==> src/rtl/corr_params.sv <==
// rtl/corr_params.sv - shared frame geometry and datapath widths for the correlation blocks
// Also provides the coordinate range check and the linear SRAM address mapping.
package corr_params;

    localparam int H_RES       = 640;
    localparam int V_RES       = 480;
    localparam int ADDR_W      = 20;
    localparam int PIX_W       = 10;
    localparam int COORD_W     = 13;
    localparam int SRAM_DATA_W = 16;
    // Wide enough to hold any Y*H_RES+X for COORD_W-bit coordinates before truncation.
    localparam int FULL_ADDR_W = 2 * COORD_W;

    function automatic logic coord_oob(input logic [COORD_W-1:0] x,
                                       input logic [COORD_W-1:0] y);
        return (x >= COORD_W'(H_RES)) || (y >= COORD_W'(V_RES));
    endfunction

    // Constant multiply by the frame width; the result wraps into the SRAM address space.
    function automatic logic [ADDR_W-1:0] linear_addr(input logic [COORD_W-1:0] x,
                                                      input logic [COORD_W-1:0] y);
        return ADDR_W'(FULL_ADDR_W'(y) * FULL_ADDR_W'(H_RES) + FULL_ADDR_W'(x));
    endfunction

endpackage

==> src/rtl/corr_pixel_server_if.sv <==
// rtl/corr_pixel_server_if.sv - request, response and SRAM signal bundle of the pixel server
// Ports (slave = pixel server view):
//   iReq_valid/oReq_ready/iX/iY      coordinate request handshake
//   oPix_valid/iPix_ready/oPix/oPix_oob  pixel response handshake
//   oSRAM_addr/oSRAM_rd/iSRAM_data   frame SRAM read port
interface corr_pixel_server_if;
    import corr_params::*;

    logic                   iReq_valid;
    logic                   oReq_ready;
    logic [COORD_W-1:0]     iX;
    logic [COORD_W-1:0]     iY;
    logic                   oPix_valid;
    logic                   iPix_ready;
    logic [PIX_W-1:0]       oPix;
    logic                   oPix_oob;
    logic [ADDR_W-1:0]      oSRAM_addr;
    logic                   oSRAM_rd;
    logic [SRAM_DATA_W-1:0] iSRAM_data;

    modport slave (
        input  iReq_valid, iX, iY, iPix_ready, iSRAM_data,
        output oReq_ready, oPix_valid, oPix, oPix_oob, oSRAM_addr, oSRAM_rd
    );

    modport master (
        output iReq_valid, iX, iY, iPix_ready, iSRAM_data,
        input  oReq_ready, oPix_valid, oPix, oPix_oob, oSRAM_addr, oSRAM_rd
    );

endinterface

==> src/rtl/corr_pix_fifo.sv <==
// rtl/corr_pix_fifo.sv - show-ahead response FIFO holding {pixel, oob} entries
// Ports:
//   i_clk, i_rst_n               clock, asynchronous active-low reset
//   i_s_tvalid, i_s_tdata        push side (no ready: the producer is credit limited)
//   o_m_tvalid, o_m_tdata        head entry, zero while empty
//   i_m_tready                   pop the head entry
module corr_pix_fifo #(
    parameter int DEPTH = 4,
    parameter int WIDTH = 11
) (
    input  logic             i_clk,
    input  logic             i_rst_n,
    input  logic             i_s_tvalid,
    input  logic [WIDTH-1:0] i_s_tdata,
    output logic             o_m_tvalid,
    output logic [WIDTH-1:0] o_m_tdata,
    input  logic             i_m_tready
);
    localparam int PTR_W = $clog2(DEPTH);

    // Pointers carry one extra bit so full and empty differ when the indices match.
    logic [PTR_W:0]   r_wr_ptr;
    logic [PTR_W:0]   r_rd_ptr;
    logic [WIDTH-1:0] r_mem [DEPTH];
    logic             w_empty;
    logic             w_full;
    logic             w_push;
    logic             w_pop;

    assign w_empty = (r_wr_ptr == r_rd_ptr);
    assign w_full  = (r_wr_ptr[PTR_W] != r_rd_ptr[PTR_W]) &&
                     (r_wr_ptr[PTR_W-1:0] == r_rd_ptr[PTR_W-1:0]);
    assign w_pop   = i_m_tready && !w_empty;
    // On a full FIFO a write is only safe when the head leaves in the same cycle.
    assign w_push  = i_s_tvalid && (!w_full || w_pop);

    assign o_m_tvalid = !w_empty;
    assign o_m_tdata  = w_empty ? '0 : r_mem[r_rd_ptr[PTR_W-1:0]];

    always_ff @(posedge i_clk or negedge i_rst_n) begin
        if (!i_rst_n) begin
            r_wr_ptr <= '0;
            r_rd_ptr <= '0;
        end else begin
            if (w_push) begin
                r_wr_ptr <= r_wr_ptr + (PTR_W + 1)'(1);
            end
            if (w_pop) begin
                r_rd_ptr <= r_rd_ptr + (PTR_W + 1)'(1);
            end
        end
    end

    always_ff @(posedge i_clk) begin
        if (w_push) begin
            r_mem[r_wr_ptr[PTR_W-1:0]] <= i_s_tdata;
        end
    end

    a_no_overflow: assert property (@(posedge i_clk) disable iff (!i_rst_n)
        !(i_s_tvalid && w_full && !w_pop));

endmodule

==> src/rtl/corr_pixel_server.sv <==
// rtl/corr_pixel_server.sv - coordinate-to-SRAM pixel read responder with credit-based ready
// Ports:
//   iCLK, iRST_N   clock, asynchronous active-low reset
//   pix_if         slave side of corr_pixel_server_if (requests, responses, SRAM read port)
// Parameters: RD_LAT = SRAM read latency (1..4), DEPTH = response buffer depth (power of two).
module corr_pixel_server
    import corr_params::*;
#(
    parameter int RD_LAT = 2,
    parameter int DEPTH  = 4
) (
    input  logic               iCLK,
    input  logic               iRST_N,
    corr_pixel_server_if.slave pix_if
);
    localparam int CRED_W  = $clog2(DEPTH + 1);
    localparam int ENTRY_W = PIX_W + 1;

    logic                w_oob;
    logic [ADDR_W-1:0]   w_addr;
    logic                w_ready;
    logic                w_accept;
    logic                w_rd_now;
    logic                w_pop;
    logic                w_fifo_v;
    logic [ENTRY_W-1:0]  w_fifo_entry;
    logic                w_unused_sram_hi;

    logic [CRED_W-1:0]   r_credits;
    logic [ADDR_W-1:0]   r_sram_addr;
    logic                r_sram_rd;
    logic [RD_LAT:0]     r_tag_v;
    logic [RD_LAT:0]     r_tag_oob;
    logic                r_smp_v;
    logic [ENTRY_W-1:0]  r_smp_entry;

    assign w_oob    = coord_oob(pix_if.iX, pix_if.iY);
    assign w_addr   = linear_addr(pix_if.iX, pix_if.iY);
    assign w_ready  = (r_credits != '0) && iRST_N;
    assign w_accept = pix_if.iReq_valid && w_ready;
    assign w_rd_now = w_accept && !w_oob;
    assign w_pop    = w_fifo_v && pix_if.iPix_ready;

    // Only the low PIX_W bits of an SRAM word carry the pixel.
    assign w_unused_sram_hi = ^pix_if.iSRAM_data[SRAM_DATA_W-1:PIX_W];

    // Out-of-range requests leave the address bus untouched and issue no strobe.
    always_ff @(posedge iCLK or negedge iRST_N) begin
        if (!iRST_N) begin
            r_sram_addr <= '0;
            r_sram_rd   <= 1'b0;
        end else begin
            r_sram_rd <= w_rd_now;
            if (w_rd_now) begin
                r_sram_addr <= w_addr;
            end
        end
    end

    // Every accepted request, including out-of-range ones, walks the same tag
    // pipeline so responses leave in request order.
    always_ff @(posedge iCLK or negedge iRST_N) begin
        if (!iRST_N) begin
            r_tag_v   <= '0;
            r_tag_oob <= '0;
        end else begin
            r_tag_v   <= {r_tag_v[RD_LAT-1:0], w_accept};
            r_tag_oob <= {r_tag_oob[RD_LAT-1:0], w_accept && w_oob};
        end
    end

    // SRAM data is captured on the edge the last tag stage lines up with it,
    // then written to the FIFO on the following edge.
    always_ff @(posedge iCLK or negedge iRST_N) begin
        if (!iRST_N) begin
            r_smp_v     <= 1'b0;
            r_smp_entry <= '0;
        end else begin
            r_smp_v <= r_tag_v[RD_LAT];
            if (r_tag_v[RD_LAT]) begin
                r_smp_entry <= r_tag_oob[RD_LAT] ? ENTRY_W'(1)
                                                 : {pix_if.iSRAM_data[PIX_W-1:0], 1'b0};
            end
        end
    end

    // Credits cover in-flight reads plus buffered responses, so the FIFO can
    // never be pushed while full.
    always_ff @(posedge iCLK or negedge iRST_N) begin
        if (!iRST_N) begin
            r_credits <= CRED_W'(DEPTH);
        end else if (w_accept && !w_pop) begin
            r_credits <= r_credits - CRED_W'(1);
        end else if (w_pop && !w_accept) begin
            r_credits <= r_credits + CRED_W'(1);
        end
    end

    corr_pix_fifo #(
        .DEPTH (DEPTH),
        .WIDTH (ENTRY_W)
    ) u_fifo (
        .i_clk      (iCLK),
        .i_rst_n    (iRST_N),
        .i_s_tvalid (r_smp_v),
        .i_s_tdata  (r_smp_entry),
        .o_m_tvalid (w_fifo_v),
        .o_m_tdata  (w_fifo_entry),
        .i_m_tready (pix_if.iPix_ready)
    );

    assign pix_if.oReq_ready = w_ready;
    assign pix_if.oPix_valid = w_fifo_v;
    assign pix_if.oPix       = w_fifo_entry[ENTRY_W-1:1];
    assign pix_if.oPix_oob   = w_fifo_entry[0];
    assign pix_if.oSRAM_addr = r_sram_addr;
    assign pix_if.oSRAM_rd   = r_sram_rd;

endmodule

==> src/flat_wrapper.sv <==
// flat-port wrapper written by rule: the top's interface ports become plain ports
module corr_pixel_server_flat import corr_params::*;
#(
    parameter int RD_LAT = 2,
    parameter int DEPTH  = 4
)
  (iCLK, iRST_N, pix_if_iReq_valid, pix_if_iX, pix_if_iY, pix_if_iPix_ready, pix_if_iSRAM_data, pix_if_oReq_ready, pix_if_oPix_valid, pix_if_oPix, pix_if_oPix_oob, pix_if_oSRAM_addr, pix_if_oSRAM_rd);
  corr_pixel_server_if pix_if_i ();
  input  logic iCLK;
  input  logic iRST_N;
  input wire logic [$bits(pix_if_i.iReq_valid)-1:0] pix_if_iReq_valid;
  input wire logic [$bits(pix_if_i.iX)-1:0] pix_if_iX;
  input wire logic [$bits(pix_if_i.iY)-1:0] pix_if_iY;
  input wire logic [$bits(pix_if_i.iPix_ready)-1:0] pix_if_iPix_ready;
  input wire logic [$bits(pix_if_i.iSRAM_data)-1:0] pix_if_iSRAM_data;
  output wire logic [$bits(pix_if_i.oReq_ready)-1:0] pix_if_oReq_ready;
  output wire logic [$bits(pix_if_i.oPix_valid)-1:0] pix_if_oPix_valid;
  output wire logic [$bits(pix_if_i.oPix)-1:0] pix_if_oPix;
  output wire logic [$bits(pix_if_i.oPix_oob)-1:0] pix_if_oPix_oob;
  output wire logic [$bits(pix_if_i.oSRAM_addr)-1:0] pix_if_oSRAM_addr;
  output wire logic [$bits(pix_if_i.oSRAM_rd)-1:0] pix_if_oSRAM_rd;
  assign pix_if_i.iReq_valid = pix_if_iReq_valid;
  assign pix_if_i.iX = pix_if_iX;
  assign pix_if_i.iY = pix_if_iY;
  assign pix_if_i.iPix_ready = pix_if_iPix_ready;
  assign pix_if_i.iSRAM_data = pix_if_iSRAM_data;
  assign pix_if_oReq_ready = pix_if_i.oReq_ready;
  assign pix_if_oPix_valid = pix_if_i.oPix_valid;
  assign pix_if_oPix = pix_if_i.oPix;
  assign pix_if_oPix_oob = pix_if_i.oPix_oob;
  assign pix_if_oSRAM_addr = pix_if_i.oSRAM_addr;
  assign pix_if_oSRAM_rd = pix_if_i.oSRAM_rd;
  corr_pixel_server #(.RD_LAT(RD_LAT), .DEPTH(DEPTH)) u_core (.iCLK(iCLK), .iRST_N(iRST_N), .pix_if(pix_if_i));
endmodule
==> config.mk <==
export PLATFORM = sky130hd
export DESIGN_NAME = corr_pixel_server_flat
export DESIGN_NICKNAME = d
export VERILOG_FILES = /design/src/rtl/corr_params.sv /design/src/rtl/corr_pixel_server_if.sv /design/src/rtl/corr_pix_fifo.sv /design/src/rtl/corr_pixel_server.sv /design/src/flat_wrapper.sv
export SDC_FILE = /design/constraint.sdc
export NUM_CORES = 1
export LEC_CHECK = 0
export BUFFER_PORTS_ARGS = -buffer_cell sky130_fd_sc_hd__buf_2
export CORE_MARGIN = 10
export CORE_UTILIZATION = 45
export CTS_CLUSTER_DIAMETER = 200
export DETAILED_ROUTE_END_ITERATION = 16
export PLACE_DENSITY_LB_ADDON = 0.2
export SLEW_MARGIN = 0
export SYNTH_ARGS = -nofsm -noshare
export SYNTH_HDL_FRONTEND = slang
export SYNTH_SLANG_ARGS = --single-unit
==> constraint.sdc <==
create_clock -name iCLK -period 5.9 [get_ports iCLK]
set_input_delay 0.885 -clock iCLK [delete_from_list [all_inputs] [get_ports iCLK]]
set_output_delay 0.885 -clock iCLK [all_outputs]
set_load 0.05 [all_outputs]
* After elaboration in Yosys (flattened, before gate mapping) *
Memories as Yosys holds them, arrays and structs flattened.
Cells that the tools add are included.

word-level totals
  register bits after elaboration = 48
  latch bits = 0
  memory bits (writable) = 44
  bits in read-only memories = 0
  input bits = 46
  output and inout port bits = 34
  word-level logic and storage cells = 45
  memories kept = 1

memory list
  memory               depth  bits a word  rd ports  clocked after memory_dff  write ports  RTL line             source
  u_core.u_fifo.r_mem  4      11           1         0                         1            corr_pix_fifo.sv:24  logic [WIDTH-1:0] r_mem [DEPTH];

cells by class
  add/sub/neg operators = 5
  multipliers = 1
  div/mod/pow operators = 0
  magnitude comparators = 2
  eq/ne operators = 3
  shifts and indexed selects = 0
  muxes and demuxes = 6
  bitwise logic cells = 0
  reductions and logical operators = 18

operators with widths
  operator                 number
  $mux W11                 2
  $add A20 B13 Y20         1
  $ge A13 B10 Y1 const B   1
  $ge A13 B9 Y1 const B    1
  $mul A13 B3 Y13 const B  1
  $add A3 B1 Y3 const B    3
  $logic_and A1 B1 Y1      9
  $mux W3                  2
  $logic_not A1 Y1         5
  $eq A3 B3 Y1             1
  $reduce_bool A3 Y1       1
  $sub A3 B1 Y3 const B    1
  $eq A2 B2 Y1             1
  $logic_or A1 B1 Y1       2
  $mux W1                  2
  $reduce_bool A2 Y1       1
  $ne A1 B1 Y1             1

* Logic depth before layout (Yosys ltp) *
  depth after elaboration = 7
  mapped depth = 12
  depth with buffers taken out = 12

* Cells and area by module *
Synthesis repeated with hierarchy kept, for this count alone.

unflattened totals
  cells, all modules = 370
  area, all modules = 4634.4 µm²

by module, submodules not included
  module             instances  cells an instance  area an instance (µm²)  sequential area each (µm²)
  corr_pixel_server  1          261                2528.7                  1052.3
  corr_pix_fifo      1          109                2105.8                  1471.4

* Worst setup path before layout *
Ideal clock, no wire load.

  path kind = input port to flip-flop
  start point = input pix_if_iY[1]
  end point = register u_core.r_sram_addr[19], in the netlist u_core.pix_if.oSRAM_addr[19]
  setup time = 0.082 ns
  data arrival time = 3.348 ns
  data required time = 5.818 ns
  slack = 2.470 ns
  stages = 12
  path buffers = 0
  cells stage by stage = ha_1 -> ha_1 -> inv_1 -> fa_1 -> inv_1 -> ha_1 -> o21ai_0 -> a21oi_1 -> o21a_1 -> o2111ai_2 -> or4b_1 -> a31oi_1

on the way
  longest elaborated chain between the ends = 4
  elaborated cells on any way between the ends = 6
  classes of those cells = add/sub (1); mul (1); order compare (1); reduce/logical (3)

RTL lines
  what                                                                      RTL line                 source
  start, declared                                                           flat_wrapper.sv:13       input wire logic [$bits(pix_if_i.iY)-1:0] pix_if_iY;
  parallel branches: the longest is 4 deep, another holds $add A20 B13 Y20  --
  end signal, assigned                                                      corr_pixel_server.sv:55  r_sram_addr <= w_addr;
  end, declared                                                             corr_pixel_server.sv:30  logic [ADDR_W-1:0] r_sram_addr;

Several ways; the timed one is not identified.
A chain may end at the register's enable or synchronous reset.

* Worst setup path in the final report *
Ends and elaborated chain as after synthesis.

==> metrics <==
fmax between 0.2 and 0.3 GHz; Combinational Power Share 39.0%; Crit path buffers/inverters 3; setup TNS 0 ps; worst skew pair latency 360 ps; DRT Pass-1 Iters 4; DP Worst Slack 2120 ps; I/O Pins 80; maximum root-to-sink buffer count 2; Placer Congestion 0.788; Die Y between 100 and 150 µm; worst min-delay path class reg2reg; Top delay family on crit path adder cells; Worst Path Max Fanout 4; dpl cells 571; die area 14,800 µm²; Synth area leader edfxtp_1; crit start category input pin; min-delay src u_core.r_tag_v[1]; cts repair resizes 0; flip-flop and latch count after synthesis slightly above 90; first-pass GRT wire length between 15,000 and 20,000 µm; Crit path required time around 6000 ps; DP Wirelength 6840 µm; reg-to-reg slack, setup 2800 ps; fin crit share 58.1%; MaxCap Viol Count 0; postcts setup bufs 0; Final nets around 530; Syn Nets 456; clock slew at reported path FFs roughly 90 ps; Yosys cell types 59; Worst slew margin about 28%; P per Cell Area 442 nW/µm²; max-slew violations 0; switching share of power approximately two fifths; n_diodes 0; Area contributors post-synth edfxtp_1 28%, dfrtp_1 25%, ha_1 8.4%; RR Startpoint u_core.u_fifo.r_rd_ptr[0]; Seq pwr share between 30% and 40%; Final Hold Vio Count 0; routed wire length 9150 µm; Post-synth top flop dfrtp_1; Internal Dissipation 0.00144 W; DP Area ~5100 µm²; cell area after synthesis 4640 µm²; Initial Util about 47%; top-area cell type share of the netlist area 28.5%; clk_skew 14.7 ps; design area 5380 µm²; largest net degree at the start of global routing 50; layout cells sized above 1 25.8%; CTS H-tree lvls 3; Setup CP Type in2reg; Leak 2.39 nW; clock sinks 92; vias in the first global route 3,088; routed vias/inst 5.15; Post-DRT Antenna Nets 0; most used cell, CP ha_1; Cell Chain, Critical Path buf_2 > ha_1 > ha_1 > inv_1 > fa_1 > inv_1 > ha_1 > o21ai_0 > a21oi_1 > o21a_1 > o2111ai_2 > or4b_1 > a31oi_1; net load switching power 0.000940 W; Crit. End Element flop; Core Area 9910 µm²; row count 36; initial antenna violation count 0; die width 122 µm; IO Port Bufs 73; grt total ovfl 0; WHS 352 ps; wire per inst 15.6 µm; clock power share 21.4%; Worst Tran Pin Value approximately 1100 ps; Syn Area/Cell 12.3 µm²; min cycle time layout 3430 ps; CP peak stage delay 540 ps; number of flops mapped to enable cells by yosys between 40 and 50; clk root buf clkbuf_8; Syn-to-layout area delta 16.0%; TritonCTS clock tree built; Crit-path slowest cell or4b_1; endpoints failing setup 0; Num CTS Buffers 9; Worst VDD drop 276 µV; crit path DAT ~3700 ps; setup ws final ~2500 ps; hold_buf cts 0; total track usage 12.9%; final non-filler cell total 587; vias 3,021; DR iter-0 viols 116; post-synthesis sequential area ratio 54.4%; # DRC 0; RSZ-0062 raised after global routing no; asr flop ratio synth 52.2%; outcome finished clean; YS warnings 0; Critical Path Source pix_if_iY[1]; Mapped Cells between 300 and 400
[worst paths after layout]
check | to | cells past startpoint
setup / recovery | u_core.pix_if.oSRAM_addr[19] | 13
setup reg to reg | u_core.r_credits[2] | 10
hold reg to reg | u_core.r_tag_v[2] | 0
min in group asynchronous | u_core.pix_if.oSRAM_addr[0] | 2
max in group asynchronous | u_core.r_smp_entry[10] | 2
hold / removal | u_core.r_tag_v[2] | 0
[metal layers]
| layer | track usage, % | vias up | share of wire, % |
|---|---|---|---|
| met2 | 22.9 | 53 | 52 |
| met3 | 2.75 | 11 | 3.5 |
| li1 | - | 1489 | - |
| met4 | 4.99 | 0 | 1.5 |
| met1 | 14.9 | 1468 | 43 |
| met5 | 0 | - | 0 |
[cell type report]
cell class | instances | area [µm²]
clock inverters | 7 | 121
well taps | 133 | 166
flip-flops and latches | 92 | 2520
repair buffers | 75 | 380
clock buffers | 9 | 124
inverters | 30 | 113
multi-input cells | 241 | 1950
fillers | 887 | 4530
[synthesized netlist by cell type (4+ instances only)]
cell type and count:
a21oi_1 5, a31oi_1 5, clkbuf_1 10, dfrtp_1 47
edfxtp_1 44, ha_1 31, inv_1 29, mux4_2 11
nand2_1 39, nand3_1 4, nand3b_1 10, nand4_1 5
nor2_1 15, nor2b_1 15, o21ai_0 20, xnor2_1 14
xor2_1 10
[state kept, by name, summed over array words and instances, names as in the netlist]
signal / count
u_core.u_fifo.r_wr_ptr: 3
u_core.r_credits: 3
u_core.pix_if.oSRAM_addr: 20
u_core.r_tag_oob: 3
u_core.r_tag_v: 3
u_core.r_smp_entry: 11
u_core.u_fifo.r_mem: 44
u_core.r_smp_v: 1
u_core.pix_if.oSRAM_rd: 1
u_core.u_fifo.r_rd_ptr: 3
[power groups by stage]
stage	logic (W)	clock network (W)	registers [W]
detailed placement	0.000941	0	0.000959
CTS	0.000942	0.000520	0.000945
global placement	0.000924	0	0.000950
finish	0.000927	0.000510	0.000941
global route	0.00101	0.000551	0.000965
floorplan	0.000754	0	0.000918
[stage by stage]
step | utilization [%] | power (W)
6_report | 54.3 | 0.00238
4_1_cts | 54.3 | 0.00241
3_5_place_dp | 51.8 | 0.00190
5_1_grt | 54.3 | 0.00253
2_1_floorplan | - | 0.00167
3_3_place_gp | 51.8 | 0.00187
[layout by cell type (no fill, tap or decap), types with 3 or more instances in the layout]
cell type,Yosys,routed
a21o_1,3,3
a21oi_1,5,5
a31oi_1,5,5
buf_2,2,73
bufinv_16,0,3
clkbuf_8,0,9
dfrtp_1,47,47
edfxtp_1,44,44
fa_1,3,3
ha_1,31,31
inv_1,29,29
mux2_2,3,3
mux4_2,11,11
nand2_1,39,39
nand3_1,4,4
nand3b_1,10,10
nand4_1,5,5
nor2_1,15,15
nor2b_1,15,15
nor3b_1,3,3
o21ai_0,20,20
or2_2,3,3
xnor2_1,14,14
xor2_1,10,10
[worst register-to-register path, cell delays in order (launching register included)]
cell and delay, ps:
dfrtp_1 900, xnor2_1 210, and3_1 510, inv_1 140, nand2_1 200, ha_1 210
inv_1 60, fa_1 380, xor2_1 150, nor2_1 110, xor2_1 160
[logic make-up (layout without fill, tap and decap cells)]
group	Yosys count	in the layout	synth area share (%)
compound gates	58	58	8.90
xor+xnor	25	25	4.88
fa+ha+maj	34	34	9.66
buf+inv	43	121	3.53
flops	92	92	54.4
mux	15	15	6.29
simple gates	109	109	12.3
Power figures use the tool's default switching activity.
